File: src/rtl/sqrt_pkg.sv
// Shared types and constants for the root-to-BCD display block.
// Holds the controller state type and the 7-segment glyph table.
package sqrt_pkg;

    typedef enum logic {
        IDLE = 1'b0,
        CONV = 1'b1
    } state_e;

    localparam logic [6:0] SEG_0 = 7'h3F;
    localparam logic [6:0] SEG_1 = 7'h06;
    localparam logic [6:0] SEG_2 = 7'h5B;
    localparam logic [6:0] SEG_3 = 7'h4F;
    localparam logic [6:0] SEG_4 = 7'h66;
    localparam logic [6:0] SEG_5 = 7'h6D;
    localparam logic [6:0] SEG_6 = 7'h7D;
    localparam logic [6:0] SEG_7 = 7'h07;
    localparam logic [6:0] SEG_8 = 7'h7F;
    localparam logic [6:0] SEG_9 = 7'h6F;

    function automatic logic [3:0] add3(input logic [3:0] n);
        return (n >= 4'd5) ? n + 4'd3 : n;
    endfunction

endpackage

File: src/rtl/bcd_to_seg7.sv
// Combinational BCD nibble to active-high 7-segment pattern.
// seg[0]=a .. seg[6]=g.
module bcd_to_seg7
    import sqrt_pkg::*;
(
    input  logic [3:0] nib_i,
    output logic [6:0] seg_o
);

    always_comb begin
        seg_o = 7'h00;
        case (nib_i)
            4'd0:    seg_o = SEG_0;
            4'd1:    seg_o = SEG_1;
            4'd2:    seg_o = SEG_2;
            4'd3:    seg_o = SEG_3;
            4'd4:    seg_o = SEG_4;
            4'd5:    seg_o = SEG_5;
            4'd6:    seg_o = SEG_6;
            4'd7:    seg_o = SEG_7;
            4'd8:    seg_o = SEG_8;
            4'd9:    seg_o = SEG_9;
            default: seg_o = 7'h00;
        endcase
    end

endmodule

File: src/rtl/sqrt_bcd_display.sv
// Converts an 8-bit root to BCD by shift-add-3 and drives a
// 3-digit multiplexed 7-segment display with leading-zero blanking.
module sqrt_bcd_display
    import sqrt_pkg::*;
#(
    parameter int REFRESH_W = 10
) (
    input  logic        clk,
    input  logic        rst,
    input  logic        in_valid,
    output logic        in_ready,
    input  logic [7:0]  in_data,
    output logic        busy,
    output logic [11:0] bcd,
    output logic [6:0]  seg,
    output logic [2:0]  dig_en
);

    state_e               state_q, state_d;
    logic [7:0]           bin_q, bin_d;
    logic [11:0]          work_q, work_d;
    logic [11:0]          bcd_q, bcd_d;
    logic [2:0]           step_q, step_d;
    logic [REFRESH_W-1:0] ref_q;
    logic [1:0]           idx_q, idx_d;

    logic [11:0] adj;
    logic [19:0] shifted;
    logic [3:0]  nib;
    logic        blank;
    logic [6:0]  pat;

    assign adj = {add3(work_q[11:8]),
                  add3(work_q[7:4]),
                  add3(work_q[3:0])};
    assign shifted = {adj, bin_q} << 1;

    always_comb begin
        state_d = state_q;
        bin_d   = bin_q;
        work_d  = work_q;
        step_d  = step_q;
        bcd_d   = bcd_q;
        case (state_q)
            IDLE: begin
                if (in_valid) begin
                    bin_d   = in_data;
                    work_d  = 12'h000;
                    step_d  = 3'd0;
                    state_d = CONV;
                end
            end
            CONV: begin
                work_d = shifted[19:8];
                bin_d  = shifted[7:0];
                step_d = step_q + 3'd1;
                // Last step publishes straight from the shifter.
                if (step_q == 3'd7) begin
                    bcd_d   = shifted[19:8];
                    state_d = IDLE;
                end
            end
            default: state_d = IDLE;
        endcase
    end

    always_ff @(posedge clk or posedge rst) begin
        if (rst) begin
            state_q <= IDLE;
            bin_q   <= 8'h00;
            work_q  <= 12'h000;
            step_q  <= 3'd0;
            bcd_q   <= 12'h000;
        end else begin
            state_q <= state_d;
            bin_q   <= bin_d;
            work_q  <= work_d;
            step_q  <= step_d;
            bcd_q   <= bcd_d;
        end
    end

    assign in_ready = (state_q == IDLE);
    assign busy     = (state_q == CONV);
    assign bcd      = bcd_q;

    always_comb begin
        idx_d = idx_q;
        if (&ref_q) begin
            idx_d = (idx_q == 2'd2) ? 2'd0 : idx_q + 2'd1;
        end
    end

    always_ff @(posedge clk or posedge rst) begin
        if (rst) begin
            ref_q <= '0;
            idx_q <= 2'd0;
        end else begin
            ref_q <= ref_q + 1'b1;
            idx_q <= idx_d;
        end
    end

    always_comb begin
        nib   = bcd_q[3:0];
        blank = 1'b0;
        case (idx_q)
            2'd1: begin
                nib   = bcd_q[7:4];
                blank = (bcd_q[11:4] == 8'h00);
            end
            2'd2: begin
                nib   = bcd_q[11:8];
                blank = (bcd_q[11:8] == 4'h0);
            end
            default: begin
                nib   = bcd_q[3:0];
                blank = 1'b0;
            end
        endcase
    end

    bcd_to_seg7 u_seg (
        .nib_i (nib),
        .seg_o (pat)
    );

    assign seg    = blank ? 7'h00 : pat;
    assign dig_en = blank ? 3'b000 : (3'b001 << idx_q);

endmodule

File: config.mk
export PLATFORM = sky130hd
export DESIGN_NAME = sqrt_bcd_display
export DESIGN_NICKNAME = d
export VERILOG_FILES = /design/src/rtl/sqrt_pkg.sv /design/src/rtl/bcd_to_seg7.sv /design/src/rtl/sqrt_bcd_display.sv
export SDC_FILE = /design/constraint.sdc
export NUM_CORES = 1
export LEC_CHECK = 0
export CAP_MARGIN = 20
export CORE_UTILIZATION = 41
export CTS_BUF_LIST = sky130_fd_sc_hd__clkbuf_16
export DETAILED_ROUTE_END_ITERATION = 16
export GPL_TIMING_DRIVEN = 0
export PLACE_DENSITY = 0.72
export SLEW_MARGIN = 5
export SYNTH_ARGS = -nofsm -noshare
export SYNTH_HDL_FRONTEND = slang
export SYNTH_SLANG_ARGS = --single-unit
File: constraint.sdc
create_clock -name clk -period 4 [get_ports clk]
set_clock_uncertainty 0.05 [all_clocks]
set_input_delay 0.6 -clock clk [delete_from_list [all_inputs] [get_ports clk]]
set_output_delay 0.6 -clock clk [all_outputs]
set_load 0.02 [all_outputs]
==> run summary, run 1 <==
first-pass GRT wire length: 8618 um
Post-CTS Hold Fix Bufs: 0
run status: finished, final reports clean
Final #Nets: 321
CTS tree: done
vias in the first global route: 1816
Synth top area share: 0.4611
register area share after synthesis: 0.4611
Setup TNS: 0 ns
Final setup viols: 0
Mapped Cells: 250
worst-margin pin slew: 0.5098 ns
Distinct cells, synth: 42
Post-CTS Repair Setup Buffers: 0
Tightest Hold Check Type: reg -> reg
worst hold path cell count: 1
post-CTS sizing: 0
startpoint type of the worst setup path: register
final RePlAce weighted congestion: 0.7529
final WL: 5010 um
reg-to-reg endpoint: bcd[10]
post-route minimum period: 3.859 ns
FF+latch count, synth: 48
# rows: 28
max_cap viols: 0
WP data arrival: 3.21 ns
worst reg2reg path depth: 5
unrepaired setup endpoints after global routing: no
Clock power frac: 0.191
R2R Path Start: step_q[0]
Via density: 5.163
Antenna diodes: 0
number of I/O port buffers: 34
Post-synth EDFFs: 0
number of synthesis warnings: 0
routed via count: 1900
Iter 0 DRT Violations: 96
Post-Place Cells: 360
Finished Layout Cells: 368
Initial Util: 0.4323
worst rel slew slack: 0.6601
total CTS buffers: 5
NetSw: 939.8 uW
WL/cell: 13.61 um
clk sinks: 48
Sw Ratio: 0.3826
CP Launch Point: idx_q[0]
Tot GR Track Use: 0.1687
initial antenna violation count: 0
largest vdd supply drop: 0.4474 mV
largest fanout on the critical path: 6
clk root buf: clkbuf_16
P_int: 1517 uW
top cells by area, synth: dfrtp_1 (46%), ha_1 (8.6%), nand2_1 (4.9%)
period utilisation layout: 0.9648
Util after Layout: 0.5355
flop2flop setup slack: 2.24 ns
Synth Area per Inst: 10.42 um^2
Comb pwr share: 0.484
Synth-to-Final Area Change: 23.87%
length of the first detailed-routing pass in iterations: 4
end of the critical path: seg[3]
clock transition at the registers of the reported paths: 0.06 ns
share of cells above drive strength 1: 0.1092
Ports: 35
Synth async-reset ratio: 1.000
core area: 6026 um^2
Die Y: 81.71 um
die width: 81.71 um
largest net degree at the start of global routing: 29
GR Overflow Total: 0
post-synth design cell area: 2605 um^2
pwr dens: 761.2 nW/um^2
Final Hold Viols: 0
Synth Net Count: 279
clk_lat worst skew: 0.28 ns
Filler cells: 552
clock buffer depth: 2
number of remaining DRC errors: 0
ANT nets after route: 0
Slew Viols, Final: 0
Synth area leader: dfrtp_1
Crit Path Class: reg -> out
H-Tree Level Count: 2
hpwl dp: 3801 um
Seq pwr share: 0.324
crit end category: primary output
CP required: 3.35 ns
leakage: 0.001421 uW
Main synth FF type: dfrtp_1
Fin Hold WS: 0.4124 ns
Fmax achieved: 0.2591 GHz
Die Area: 6677 um^2
[layout make-up]
cell class / instances / area [um^2] / share of cell area
multi-input combinational: 179 / 1308 / 0.4052
sequential: 48 / 1201 / 0.3722
timing repair buffer: 35 / 360.3 / 0.1117
clock buffer: 5 / 125.1 / 0.03877
tap: 75 / 93.84 / 0.02908
inverter: 14 / 52.55 / 0.01629
buffer: 9 / 43.79 / 0.01357
clock inverter: 3 / 42.54 / 0.01318
[synthesized netlist by cell type, types with 4 or more instances]
cell and number:
nand2b_1 4, clkbuf_1 5, nand3_1 4, inv_1 13, mux2i_1 12, nor2_1 7, o21ai_0 20, dfrtp_1 48
o22ai_1 8, mux2_2 8, a21oi_1 11, nor3b_1 9, ha_1 18, a22o_1 4, nand2_1 34, xnor2_1 9
[placed cells by master (no fill, tap or decap), drive strengths merged]
cell	n
mux2i	14
dfrtp	48
o21ai	20
clkdlybuf4s50	34
and3	2
ha	18
nor4	1
xor2	3
clkbuf	10
a22oi	1
nor3	1
clkinvlp	1
nand3	4
a311oi	2
clkinv	2
bufinv	1
xnor2	9
inv	13
o211ai	2
a22o	4
and2	2
nor2	8
buf	5
mux2	9
a21o	4
nor2b	1
a211oi	2
nand4	1
nand2	34
a21oi	13
o21ba	1
o22ai	8
nor3b	9
o32ai	1
o31ai	1
nand2b	4
[worst max-delay path: stages (launching register included)]
cell and delay, ns:
dfrtp_1 0.39, inv_1 0.08, ha_1 0.28, a22o_1 0.26, mux2i_2 0.35, inv_1 0.13, ha_1 0.33, mux2_4 0.28
a211oi_2 0.21, clkdlybuf4s50_1 0.63
[state kept, by name, summed over array words and instances, names as in the netlist]
signal / count
bcd: 12
work_q: 12
ref_q: 10
bin_q: 8
step_q: 3
idx_q: 2
busy: 1
[metrics by stage]
step	setup WS, ns	area [um^2]	power, uW
detailed placement	0.4685	3059	1997
floorplan	0.9939	2605	1566
global placement	0.5384	3039	1954
CTS	0.1339	3227	2474
global route	0.02135	3227	2632
finish	0.1407	3227	2456
[power by group through the flow]
stage	Sequential (uW)	Combinational (uW)	Clock, uW
after detailed placement	803	1190	0
final	797	1190	469
after floorplan	833	733	0
after global routing	820	1310	501
after CTS	795	1200	479
after global placement	796	1160	0
[worst min path at each step]
stage	start	endpoint	slack, ns
final	ref_q[7]	ref_q[7]	0.41
after global routing	ref_q[9]	ref_q[9]	0.45
after CTS	ref_q[7]	ref_q[7]	0.41
after detailed placement	ref_q[7]	ref_q[7]	0.40
after global placement	ref_q[7]	ref_q[7]	0.40
after floorplan	ref_q[7]	ref_q[7]	0.38
[kinds of logic after synthesis]
group,after synthesis,share of synthesized area
xor gates and xnor gates,12,0.04035
muxes,23,0.1004
and+or+nand+nor,67,0.1234
AOI/OAI and AO/OA,59,0.1513
buffers and inverters,23,0.03698
adders and majority gates,18,0.08646
DFF,48,0.4611
[metal layers]
metal | share of wire | GRT usage | vias to the layer above | routed length, um
li1 | - | - | 954 | -
met1 | 0.49 | 0.2309 | 900 | 2468
met2 | 0.46 | 0.2708 | 41 | 2303
met3 | 0.039 | 0.03333 | 5 | 195
met4 | 0.0084 | 0.04912 | 0 | 42
met5 | 0 | 0 | - | 0
Power figures use the tool's default switching activity.
==> inputs of run 2 (changes only) <==
--- a/config.mk
+++ b/config.mk
@@ -11,7 +11,7 @@
 export DETAILED_ROUTE_END_ITERATION = 16
 export GPL_TIMING_DRIVEN = 0
 export PLACE_DENSITY = 0.72
-export SLEW_MARGIN = 5
+export SLEW_MARGIN = 20
 export SYNTH_ARGS = -nofsm -noshare
 export SYNTH_HDL_FRONTEND = slang
 export SYNTH_SLANG_ARGS = --single-unit
==> results of run 2 <==
No change in the layout: final DEF, timing and power equal those of run 1.
